## config.mk

```make
export PLATFORM = sky130hd
export DESIGN_NAME = sbox_share_arb
export DESIGN_NICKNAME = d
export VERILOG_FILES = /design/src/rtl/sbox_share_arb.sv
export SDC_FILE = /design/constraint.sdc
export NUM_CORES = 1
export LEC_CHECK = 0
export CORE_MARGIN = 2
export CORE_UTILIZATION = 36
export DETAILED_ROUTE_END_ITERATION = 6
export HOLD_SLACK_MARGIN = 0.15
export PLACE_DENSITY = 0.74
export RECOVER_POWER = 100
export SKIP_CTS_REPAIR_TIMING = 1
export SLEW_MARGIN = 20
export SYNTH_ARGS = -nofsm -noshare
export SYNTH_HDL_FRONTEND = slang
export SYNTH_SLANG_ARGS = --single-unit
```

## constraint.sdc

```tcl
create_clock -name clk -period 1.2 [get_ports clk]
set_input_delay 0.18 -clock clk [delete_from_list [all_inputs] [get_ports clk]]
set_output_delay 0.18 -clock clk [all_outputs]
set_load 0.1 [all_outputs]
```

## src/rtl/sbox_share_arb.sv

```systemverilog
// Two-requester arbiter sharing one AES S-box between SubBytes and key expansion.
// Define SBOX_ARB_FIXED_PRIO_EN for fixed priority (requester 0 wins ties).
module sbox_share_arb #(
    parameter int SBOX_LAT = 0
) (
    input  logic       clk,
    input  logic       reset,
    input  logic [1:0] req_i,
    input  logic [7:0] data0_i,
    input  logic       decrypt0_i,
    input  logic [7:0] data1_i,
    input  logic       decrypt1_i,
    output logic [1:0] ack_o,
    output logic [7:0] data_o,
    output logic [1:0] grant_o,
    output logic       busy_o,
    output logic [7:0] sbox_data_o,
    output logic       sbox_decrypt_o,
    input  logic [7:0] sbox_data_i
);

    typedef enum logic [1:0] {
        IDLE,
        BUSY,
        RESP
    } state_t;

    state_t     state;
    state_t     state_n;
    logic [1:0] cnt;
    logic       win;
    logic [1:0] grant;
    logic [1:0] ack;
    logic [7:0] data;
    logic [7:0] sbox_data;
    logic       sbox_decrypt;

`ifdef SBOX_ARB_FIXED_PRIO_EN
    always_comb begin
        win = ~req_i[0];
    end
`else
    logic last_grant;

    // On a tie the requester that did not win last time goes next.
    always_comb begin
        win = req_i[1];
        if (req_i == 2'b11) win = ~last_grant;
    end
`endif

    always_comb begin
        state_n = state;
        unique case (state)
            IDLE:    if (|req_i) state_n = BUSY;
            BUSY:    if (cnt == 2'd0) state_n = RESP;
            RESP:    state_n = IDLE;
            default: state_n = IDLE;
        endcase
    end

    always_ff @(posedge clk) begin
        if (reset) begin
            state        <= IDLE;
            cnt          <= 2'd0;
            grant        <= 2'b00;
            ack          <= 2'b00;
            data         <= 8'h00;
            sbox_data    <= 8'h00;
            sbox_decrypt <= 1'b0;
`ifndef SBOX_ARB_FIXED_PRIO_EN
            last_grant   <= 1'b1;
`endif
        end else begin
            state <= state_n;
            unique case (state)
                IDLE: begin
                    if (|req_i) begin
                        grant        <= win ? 2'b10 : 2'b01;
                        sbox_data    <= win ? data1_i : data0_i;
                        sbox_decrypt <= win ? decrypt1_i : decrypt0_i;
                        cnt          <= 2'(SBOX_LAT);
`ifndef SBOX_ARB_FIXED_PRIO_EN
                        last_grant   <= win;
`endif
                    end
                end
                BUSY: begin
                    if (cnt != 2'd0) begin
                        cnt <= cnt - 2'd1;
                    end else begin
                        data <= sbox_data_i;
                        ack  <= grant;
                    end
                end
                RESP: begin
                    ack   <= 2'b00;
                    grant <= 2'b00;
                end
                default: ;
            endcase
        end
    end

    assign ack_o          = ack;
    assign data_o         = data;
    assign grant_o        = grant;
    assign busy_o         = (state != IDLE);
    assign sbox_data_o    = sbox_data;
    assign sbox_decrypt_o = sbox_decrypt;

endmodule

```

==> flow_summary.json, run 1 <==
{
  "placeableCoreArea_mm2": 0.00300,
  "drive_gt1_frac": 0.376,
  "clk_latency_ps": 330,
  "worstHoldPathType": "in -> reg",
  "path_cells": "nor2_4 > clkinvlp_4 > buf_12",
  "place.gp.congestion": 0.685,
  "setup_viol": 10,
  "fmax_ghz": 0.745,
  "slew_headroom": 0.731,
  "max_stage_delay_ps": 390,
  "status": "finished with violations",
  "h-tree-depth": 1,
  "switchingPower_uw": 1090,
  "vias_per_cell": 5.12,
  "setup.worst_path.start_class": "flip-flop",
  "syn_avg_cell_area_um2": 8.89,
  "finalMaxSlewViolations": 0,
  "die_w_um": 59.6,
  "synth_compound_area_frac": 0.195,
  "grt_max_degree": 15,
  "p_leak_uw": 0.000851,
  "drt_iter0_drc": 33,
  "antenna_found_initial": 0,
  "drtPass1Iterations": 4,
  "synth_xor_area_frac": 0,
  "antenna_cells": 0,
  "overflow": 0,
  "grt_pass1_vias": 1157,
  "fin_crit_ps": 1340,
  "wl_per_cell_um": 14.2,
  "wirelength_mm": 3.15,
  "ys_types": 28,
  "clock-root-buffer": "clkbuf_4",
  "grt_pass1_wl_mm": 4.82,
  "ys_seq_area_frac": 0.468,
  "place_hpwl_mm": 2.34,
  "fin_cells": 222,
  "clkPwrFrac": 0.170,
  "cp_slowest_cell": "dfxtp_4",
  "synth.area.mux_share": 0.0721,
  "start_util": 0.370,
  "violations": "negative setup slack",
  "grt.total_usage": 0.180,
  "end_kind": "primary output",
  "die-area_mm2": 0.00355,
  "yosys_warnings": 0,
  "cts_tree": "yes",
  "worst_slew_pin_slew_ps": 402,
  "crit_path_max_fanout": 4,
  "dp.cells": 213,
  "cp.required_ps": 1020,
  "hold_violations": 0,
  "syn_inst": 125,
  "drc": 0,
  "syn_nets": 156,
  "vias": 1137,
  "power_frac_seq": 0.378,
  "num_rows": 20,
  "synthSimpleGateAreaFrac": 0.199,
  "peakVddDrop_v": 0.000646,
  "die_h_um": 59.6,
  "cts_buffers": 3,
  "portBuffers": 51,
  "ys_seq_elements": 26,
  "fillers": 210,
  "switching_share": 0.401,
  "total_power_uw": 2720,
  "maxCapViolCount": 0,
  "io_pins": 52,
  "power.share.combinational": 0.453,
  "grt_setup_unrepaired": "true",
  "synthAdderAreaFrac": 0.0113,
  "antenna_left": 0,
  "cts.sinks": 26,
  "setup_ws_ps": -142,
  "worstPathArrival_ps": 1160,
  "syn_to_final_growth_pct": 89.5,
  "period_share": 1.12,
  "cts_buffer_depth": 2,
  "layout.nets": 221,
  "path_class": "reg -> out",
  "finClkSkew_ps": 6.46,
  "p_int_uw": 1630,
  "power_density_mw_per_mm2": 1290,
  "clk_pin_slew_ps": 150,
  "synth_top_family_by_area": "simple AND/OR/NAND/NOR gates",
  "synth_area_mm2": 0.00111
}
## placed cells by master, fill, tap and decap left out, drive strengths merged, types with 2 or more instances in the layout
cell type and count:
mux2i 8, buf 38, nand2 21, inv 3
a31oi 2, dfxtp 26, nand4b 2, nand3 5
nor3 2, nor2 14, a311oi 9, clkdlybuf4s50 29
clkbuf 4, a21oi 13, o211ai 2
## metal layers
layer	routed length, um	vias up	share of wire	global-route usage
li1	-	579	-	-
met3	217	4	0.069	0.0546
met1	1300	519	0.41	0.199
met2	1600	35	0.51	0.314
met5	0	-	0	0
met4	36	0	0.011	0.0857
## critical path, delay by kind of cell, from the launching register on
kind | cells | cell delay, ps
buffers and inverters | 2 | 310
DFF | 1 | 390
and+or+nand+nor | 1 | 130
## power groups by stage
stage                     combinational, uW  sequential [uW]  clock [uW]
after floorplan                         259             1470           0
after global placement                 1160             1040           0
after detailed placement               1180             1050           0
after CTS                              1180             1030         457
after global routing                   1280             1040         518
final                                  1230             1030         461
## path summary, 6_finish.rpt
kind	startpoint	to	slack (ps)	cells past startpoint
setup / recovery	state[0]$_SDFFE_PP0P_	busy_o	-140	3
hold reg to reg	ack_o[0]$_SDFFE_PP0P_	ack_o[0]$_SDFFE_PP0P_	520	2
setup reg to reg	cnt[0]$_SDFFE_PP0P_	cnt[0]$_SDFFE_PP0P_	-100	4
hold / removal	data0_i[0]	sbox_data_o[0]$_SDFFE_PP0P_	410	3
## logic make-up (layout without fill, tap and decap cells)
family / Yosys count / count (layout)
mux: 8 / 8
buf+inv: 12 / 75
simple gates: 47 / 48
compound gates: 31 / 31
fa+ha+maj: 1 / 1
flops: 26 / 26
## cells in the mapped netlist
cell	n	area share
ha_1	1	0.011
nand2_1	21	0.071
or2_2	1	0.0056
nor2_2	1	0.0056
buf_4	1	0.0068
a31o_2	1	0.0079
a21oi_1	13	0.059
nor2_4	1	0.010
nand4b_1	2	0.016
buf_2	3	0.014
o211ai_1	2	0.014
nand3_1	5	0.023
a21bo_2	1	0.0090
dfxtp_1	26	0.47
nand2b_1	1	0.0056
nand3b_1	1	0.0068
buf_6	1	0.010
or3b_4	1	0.010
clkbuf_1	3	0.010
a21boi_2	1	0.010
o21ai_0	1	0.0045
nor3_1	2	0.0090
nor2_1	11	0.037
inv_1	4	0.014
a311oi_1	9	0.071
mux2i_1	8	0.072
a41o_1	1	0.0090
a31oi_1	2	0.011
## flip-flops by register name, indices dropped and copies added, names as in the netlist
name	count
grant_o	2
sbox_data_o	8
sbox_decrypt_o	1
cnt	2
data_o	8
ack_o	2
last_grant	1
state	2
## metrics by stage
stage | cell area, um^2 | setup WS [ps] | hold slack, ps | utilization | TNS (ps)
after floorplan | 1150 | -381 | 324 | - | -4490
after global placement | 1980 | -226 | 484 | 0.659 | -3000
after detailed placement | 1980 | -285 | 496 | 0.659 | -3520
after CTS | 2020 | -241 | 410 | 0.671 | -525
after global routing | 2110 | -211 | 395 | 0.701 | -1650
final | 2110 | -142 | 407 | 0.701 | -474
## cell type report
cell class                 instances  area (um^2)  area share
sequential                        26          534       0.254
clock buffer                       4         36.3      0.0172
timing repair buffer              67          867       0.412
tap                               33         41.3      0.0196
multi-input combinational         88          608       0.289
inverter                           4         18.8     0.00891
Power figures use the tool's default switching activity.
==> run 2: changes to the inputs <==
Settings changed: CAP_MARGIN set to 30, SLEW_MARGIN 20 to 15.
==> results of run 2 <==
Same layout as run 1: the final DEF is identical, and so are final timing and power.
==> run 3: changes to the inputs <==
Settings changed: CTS_CLUSTER_SIZE set to 16.
==> results of run 3 <==
Same layout as run 1: the final DEF is identical, and so are final timing and power.
